<file path="src/rtl/if_pkg.sv">
// Shared types and constants for the instruction prefetch buffer.
package if_pkg;

  localparam int XLEN = 32;
  localparam logic [6:0] OPC_JAL = 7'b1101111;

  typedef enum logic [1:0] {
    IDLE,
    REQ,
    WAIT,
    DRAIN
  } if_state_e;

  // J-type immediate from instruction bits [31:12], sign-extended to XLEN.
  function automatic logic signed [XLEN-1:0] jal_imm(input logic [19:0] jfield);
    logic signed [XLEN-1:0] imm;
    imm = {{11{jfield[19]}}, jfield[19], jfield[7:0], jfield[8], jfield[18:9], 1'b0};
    return imm;
  endfunction

  function automatic logic [XLEN-1:0] align4(input logic [XLEN-1:0] addr);
    return addr & ~(XLEN'(3));
  endfunction

endpackage

</file>
<file path="src/rtl/if_fifo.sv">
// Show-ahead fetch queue with synchronous flush; head entry is readable
// combinationally whenever the queue is non-empty.
module if_fifo #(
  parameter int DEPTH = 4,
  parameter int WIDTH = 65
) (
  input  logic             clk,
  input  logic             reset,
  input  logic             flush,
  input  logic             push,
  input  logic [WIDTH-1:0] push_data,
  input  logic             pop,
  output logic [WIDTH-1:0] head_data,
  output logic             empty,
  output logic             full
);

  localparam int AW = (DEPTH > 1) ? $clog2(DEPTH) : 1;
  localparam int CW = AW + 1;

  logic [WIDTH-1:0] mem [DEPTH];
  logic [AW-1:0]    rd_ptr, wr_ptr;
  logic [CW-1:0]    count;
  logic             do_push, do_pop;

  assign empty     = (count == '0);
  assign full      = (count == CW'(DEPTH));
  assign do_pop    = pop && !empty && !flush;
  // A full queue still accepts a push when the head leaves in the same cycle.
  assign do_push   = push && !flush && (!full || do_pop);
  assign head_data = mem[rd_ptr];

  always_ff @(posedge clk) begin
    if (reset || flush) begin
      rd_ptr <= '0;
      wr_ptr <= '0;
      count  <= '0;
    end else begin
      if (do_push) wr_ptr <= wr_ptr + 1'b1;
      if (do_pop)  rd_ptr <= rd_ptr + 1'b1;
      case ({do_push, do_pop})
        2'b10:   count <= count + 1'b1;
        2'b01:   count <= count - 1'b1;
        default: count <= count;
      endcase
    end
  end

  always_ff @(posedge clk) begin
    if (do_push) mem[wr_ptr] <= push_data;
  end

endmodule

</file>
<file path="src/rtl/instruction_prefetch_buffer.sv">
// Instruction prefetch buffer: one outstanding memory fetch feeding a show-ahead queue.
// Optional macro IF_JAL_PREDECODE_EN enables JAL predecode and predicted-taken redirection.
module instruction_prefetch_buffer
  import if_pkg::*;
#(
  parameter int          DEPTH    = 4,
  parameter logic [31:0] RESET_PC = 32'h0000_0000
) (
  input  logic        clk,
  input  logic        reset,
  input  logic        redirect,
  input  logic [31:0] redirect_pc,
  output logic        imem_req,
  output logic [31:0] imem_addr,
  input  logic        imem_gnt,
  input  logic        imem_rvalid,
  input  logic [31:0] imem_rdata,
  output logic        out_valid,
  input  logic        out_ready,
  output logic [31:0] out_pc,
  output logic [31:0] out_instr,
  output logic        out_pred_taken
);

  localparam int WIDTH = 2 * XLEN + 1;

  if_state_e        state, state_nxt;
  logic [XLEN-1:0]  fetch_pc, fetch_pc_nxt, next_pc;
  logic             pred_taken;
  logic             push, pop, fifo_empty, fifo_full;
  logic [WIDTH-1:0] push_data, head_data;

`ifdef IF_JAL_PREDECODE_EN
  assign pred_taken = (imem_rdata[6:0] == OPC_JAL);
  assign next_pc    = pred_taken ? align4(fetch_pc + jal_imm(imem_rdata[31:12]))
                                 : fetch_pc + 32'd4;
`else
  assign pred_taken = 1'b0;
  assign next_pc    = fetch_pc + 32'd4;
`endif

  always_ff @(posedge clk) begin
    if (reset) begin
      state    <= IDLE;
      fetch_pc <= RESET_PC;
    end else begin
      state    <= state_nxt;
      fetch_pc <= fetch_pc_nxt;
    end
  end

  always_comb begin
    state_nxt    = state;
    fetch_pc_nxt = fetch_pc;
    push         = 1'b0;
    imem_req     = 1'b0;
    imem_addr    = '0;
    case (state)
      IDLE: begin
        if (!redirect && !fifo_full) state_nxt = REQ;
      end
      REQ: begin
        imem_req  = 1'b1;
        imem_addr = align4(fetch_pc);
        if (redirect)      state_nxt = imem_gnt ? DRAIN : IDLE;
        else if (imem_gnt) state_nxt = WAIT;
      end
      WAIT: begin
        // A response landing with a redirect answers the dropped request; nothing left to drain.
        if (redirect) begin
          state_nxt = imem_rvalid ? IDLE : DRAIN;
        end else if (imem_rvalid) begin
          state_nxt    = IDLE;
          push         = 1'b1;
          fetch_pc_nxt = next_pc;
        end
      end
      DRAIN: begin
        if (imem_rvalid) state_nxt = IDLE;
      end
      default: state_nxt = IDLE;
    endcase
    if (redirect) fetch_pc_nxt = align4(redirect_pc);
  end

  assign push_data = {pred_taken, fetch_pc, imem_rdata};
  assign pop       = !fifo_empty && out_ready && !redirect;

  if_fifo #(
    .DEPTH(DEPTH),
    .WIDTH(WIDTH)
  ) u_fifo (
    .clk      (clk),
    .reset    (reset),
    .flush    (redirect),
    .push     (push),
    .push_data(push_data),
    .pop      (pop),
    .head_data(head_data),
    .empty    (fifo_empty),
    .full     (fifo_full)
  );

  assign out_valid = !fifo_empty;
  assign out_pc    = out_valid ? head_data[2*XLEN-1:XLEN] : '0;
  assign out_instr = out_valid ? head_data[XLEN-1:0] : '0;

`ifdef IF_JAL_PREDECODE_EN
  assign out_pred_taken = out_valid & head_data[WIDTH-1];
`else
  logic unused_pred;
  assign unused_pred    = head_data[WIDTH-1];
  assign out_pred_taken = 1'b0;
`endif

endmodule

</file>
<file path="config.mk">
export PLATFORM = sky130hd
export DESIGN_NAME = instruction_prefetch_buffer
export DESIGN_NICKNAME = d
export VERILOG_FILES = /design/src/rtl/if_pkg.sv /design/src/rtl/if_fifo.sv /design/src/rtl/instruction_prefetch_buffer.sv
export SDC_FILE = /design/constraint.sdc
export NUM_CORES = 1
export LEC_CHECK = 0
export ABC_AREA = 1
export CORE_UTILIZATION = 45
export DETAILED_ROUTE_END_ITERATION = 10
export PLACE_DENSITY = 0.7
export SLEW_MARGIN = 0
export SYNTH_ARGS = -nofsm -noshare
export SYNTH_HDL_FRONTEND = slang
export SYNTH_SLANG_ARGS = --single-unit
</file>
<file path="constraint.sdc">
create_clock -name clk -period 6.4 [get_ports clk]
set_input_delay 0.64 -clock clk [delete_from_list [all_inputs] [get_ports clk]]
set_output_delay 0.64 -clock clk [all_outputs]
set_load 0.01 [all_outputs]
</file>
# After elaboration in Yosys (flattened, before gate mapping)

Memory sizes are Yosys's and may differ from the RTL's. A register that Yosys moved wholly into a read port is not among the register bits.
Cells that the tools add are included.
W data, S select, Z words.

Register bits after elaboration: 41
Memory bits (writable): 256
Input bits: 70
Word-level logic and storage cells: 64
Memories: 1

Memory list:

| memory     | depth | bits a word | read ports | clocked after Yosys merged registers in | wr ports | line          | source |
|---|---|---|---|---|---|---|---|
| u_fifo.mem | 4     | 64          | 1          | 1                                       | 1        | if_fifo.sv:21 | `logic [WIDTH-1:0] mem [DEPTH];` |

$add $sub $neg: 5
Equality and inequality tests: 8
Muxes and demuxes: 23
Reductions and logical operators: 21

Operator list:

| operator                | number |
|---|---|
| $mux W32                | 6 |
| $add A32 B3 Y32 const B | 1 |
| $mux W2                 | 9 |
| $pmux W2 S4             | 1 |
| $logic_and A1 B1 Y1     | 7 |
| $eq A2 B2 Y1 const B    | 3 |
| $mux W1                 | 6 |
| $pmux W3 S2             | 1 |
| $reduce_and A2 Y1       | 3 |
| $reduce_bool A2 Y1      | 3 |
| $add A2 B1 Y2 const B   | 2 |
| $eq A2 B1 Y1 const B    | 2 |
| $add A3 B1 Y3 const B   | 1 |
| $eq A3 B3 Y1 const B    | 1 |
| $logic_not A1 Y1        | 3 |
| $logic_not A3 Y1        | 1 |
| $ne A3 B3 Y1 const B    | 1 |
| $sub A3 B1 Y3 const B   | 1 |
| $logic_not A2 Y1        | 1 |
| $logic_or A1 B1 Y1      | 2 |
| $ne A2 B2 Y1 const B    | 1 |
| $reduce_or A2 Y1        | 1 |

# Longest topological paths before layout

Word-level depth: 10
Depth in mapped cells: 11

# By module

From an unflattened synthesis, not the netlist that was laid out.

Cells, all modules: 1253
Area total of the unflattened synthesis: 13535.5 µm²

By module, submodules not included:

| module                      | instances | cells each | area an instance (µm²) |
|---|---|---|---|
| if_fifo                     | 1         | 697        | 10460.0 |
| instruction_prefetch_buffer | 1         | 556        | 3075.4 |

# Worst setup path before layout

Ideal clock, no wire load.

Path type: in2reg
Start: input port redirect
End: memory u_fifo.mem[0][0] (netlist bit) (enable)
Library setup time: 0.482 ns
Arrival: 3.681 ns
Setup slack: 2.237 ns
Cell stages on the path: 4
Cell sequence: buf_2 nor2_8 o21ai_2 nor2_1

Longest elaborated chain between the ends: 8
Elaborated cells on any way between the ends: 11
Classes of those cells: 4 x mux; 7 x reduce/logical

Ends and longest elaborated chain:

| element                          | line                                                            | source |
|---|---|---|
| from (decl)                      | instruction_prefetch_buffer.sv:11                               | `input logic redirect,` |
| $logic_not A1 Y1                 | if_fifo.sv:28, if_fifo.sv:30, instruction_prefetch_buffer.sv:87 |  |
| $logic_and A1 B1 Y1              | instruction_prefetch_buffer.sv:87                               | `assign pop = !fifo_empty && out_ready && !redirect;` |
| $logic_and A1 B1 Y1 (2 in a row) | if_fifo.sv:28                                                   | `assign do_pop = pop && !empty && !flush;` |
| $logic_or A1 B1 Y1               | if_fifo.sv:30                                                   | `assign do_push = push && !flush && (!full \|\| do_pop);` |
| $logic_and A1 B1 Y1 *            | if_fifo.sv:30                                                   |  |
| $mux W1 *                        | if_fifo.sv:50                                                   | `if (do_push) mem[wr_ptr] <= push_data;` |
| $mux W1 (implied by the code) *  | if_fifo.sv:50                                                   |  |
| to (decl)                        | if_fifo.sv:21                                                   |  |

Mark *: on every way between the ends. The rest lies on a longest branch, timed or not.

==> qor.yml <==
timing:
  finClkSkew_ps: 7.354
  hold_viol_final: 0
  slew_headroom: 0.3116
  finalCritPeriodShare: 0.6651
  finalSetupTns_ps: 0
  rsz0062_at_grt: "no"
  final_max_slew_viol_count: 0
  max_freq_ghz: 0.2349
  min_period_ps: 4257
  fin_ws_ps: 2143
  tightest_slew_ps: 1030
  setup_viol: 0
critical_path:
  r2r.worst_path.cells: 5
  worstPathRequired_ps: 5760
  r2r_setup_slack_ps: 3380
  arrival_ps: 3620
  worst_setup_path_end_kind: "primary output"
  cp_max_fo: 63
  crit_type: "reg2out"
  reg2reg_from: "state[1]"
  critPathCapture: "out_pc[10]"
  r2r_end: "u_fifo.mem[1][43]"
  worstSetupStartpointType: "flop"
routing:
  vias: 9056
  drt_iter0_markers: 803
  drcViolationCount: 0
  wirelength_um: 29610
  ant_nets: 0
  viasPerCell: 5.238
  wl_per_cell_um: 17.13
  drtPass1Iterations: 5
floorplanning:
  fp.dieH_um: 168.4
  dieArea_sq_um: 28360
  fp.dieW_um: 168.4
  num_io_pins: 169
  start_util: 0.4610
  row_count: 60
  core-area_sq_um: 27030
grt:
  grt_pass1_vias: 8986
  grt_start_max_net_pins: 83
  grt_antenna_before_repair: 0
  grt_pass1_wl_um: 46690
  overflow: 0
  track_usage: 0.2090
clock_network:
  cts_root_buf: "clkbuf_16"
  ctsResizeCount: 0
  cts_sinks: 289
  post_cts_buffers: 0
  worst_skew_pair.late_latency_ps: 540
  clock_path_buffers: 3
  cts_hold_buf: 0
  clk_pin_slew_worst_paths_ps: 60
  cts_tree: "built"
  cts_max_level: 1
  numCtsBuffers: 30
outcome:
  outcome: "finished clean"
placed_design:
  gp_congestion: 0.8921
  placed_area_sq_um: 14330
  pre_cts_slack_ps: 2534
  io_buffer_count: 161
  dp_hpwl_um: 17340
logic_synthesis:
  synth_area_sq_um: 12460
  yosys.cell_types.count: 37
  synth_edf_count: 248
  seq_area_frac_synth: 0.6636
  synth-seq-cells: 289
  yosys-top-cells-count: "337 x nor2_1, 248 x edfxtp_1, 142 x o21ai_0"
  synth_flop_cell: "edfxtp_1"
  synth_top_area_share: 0.5977
  syn_avg_cell_area_sq_um: 10.20
  async_reset_ff_frac: 0
  yosys_warnings: 0
  yosys.area.top_type: "edfxtp_1"
  synth_area_leaders: "edfxtp_1 60%, nor2_1 10%, dfxtp_1 6.6%"
  synth_most_common_cell: "nor2_1"
  postSynthCellCount: 1222
power:
  p_leak_nw: 5.181
  max-vdd-ir-drop_v: 0.0002161
  p_per_area_nw_per_um2: 257.6
  p_total_mw: 3.934
min_path:
  min_from: "u_fifo.count[0]"
  hp-class: "reg2reg"
  whs_path_depth: 2
layout:
  layout-drive-gt1-share: 0.05836
  area_growth_pct: 22.56
  design_area_sq_um: 15270
  fin_nets: 1441
  post-route-util: 0.5650
  antenna_cells: 0
run:
  drv_cap: 0
worst max-delay path, stage by stage (launching register included):
cell and delay (ps):
dfxtp_2 310, buf_4 650, inv_2 500, buf_4 430, nor2_1 140, o21ai_0 90
a21oi_1 300, clkdlybuf4s50_1 600
worst min-delay path by stage:
stage / to / slack [ps]
finish: u_fifo.count[0] / 520
global route: u_fifo.count[0] / 550
CTS: u_fifo.count[0] / 520
detailed placement: u_fifo.count[0] / 520
global placement: u_fifo.count[0] / 500
floorplan: u_fifo.mem[0][63] / 480
per-stage QoR:
step           hold slack (ps)  std cells
2_1_floorplan            482.6       1226
3_3_place_gp             503.8       1673
3_5_place_dp             516.2       1673
4_1_cts                  524.8       1729
5_1_grt                  549.4       1729
6_report                 522.3       1729
final cells by class:
cell class / instances / area [sq um]
flip-flops and latches: 289 / 8273
clock buffers: 36 / 794.5
repair buffers: 172 / 1694
inverters: 73 / 274.0
fillers: 2283 / 11760
clock inverters: 20 / 143.9
multi-input cells: 798 / 3665
well taps: 341 / 426.7
flip-flops by register name, indices dropped and copies added, names as in the netlist, named ones only:
| register | count |
|---|---|
| u_fifo.count | 3 |
| state | 2 |
| fetch_pc | 30 |
| u_fifo.rd_ptr | 2 |
| u_fifo.wr_ptr | 2 |
| u_fifo.mem | 248 |
power breakdown:
group          leakage, nW  total (mW)  internal, mW  switching [mW]
Sequential            2.59        2.10          2.06          0.0335
Clock                0.457        1.64         0.958           0.686
Combinational         2.13       0.191        0.0868           0.104
routing by layer:
layer  part of all wire  wire length, um  global-route usage  up-vias
met4              0.018              532             0.05415        0
met5                  0                0                   0        -
li1                   -                -                   -     4429
met1               0.45            13410              0.2838     4319
met2               0.48            14070              0.3534      271
met3              0.054             1602             0.02938       37
cells by family (layout without fill, tap and decap cells):
kind of cell / after synthesis / in the layout / share of synthesized area
AO/OA/AOI/OAI: 250 / 250 / 0.1040
XOR/XNOR: 8 / 8 / 0.005624
adder cells (fa/ha/maj): 7 / 7 / 0.007632
buffers and inverters: 139 / 301 / 0.04589
flip-flops: 289 / 289 / 0.6636
other: 1 / 5 / 0.0003010
AND/OR/NAND/NOR: 528 / 528 / 0.1729
layout by cell type, fill, tap and decap left out, drive strengths merged, types with 4 or more instances in the layout:
cell | netlist | final
nor3b | 4 | 4
nor3 | 7 | 7
nand2 | 130 | 130
clkbuf | 40 | 36
a31oi | 7 | 7
inv | 73 | 73
xor2 | 7 | 7
o21ai | 144 | 144
a21oi | 88 | 88
dfxtp | 41 | 41
clkinv | 0 | 17
nor2 | 347 | 347
ha | 6 | 6
edfxtp | 248 | 248
clkdlybuf4s50 | 0 | 161
nand3 | 35 | 35
conb | 1 | 5
buf | 26 | 11
(Power assumes the default switching activity.)
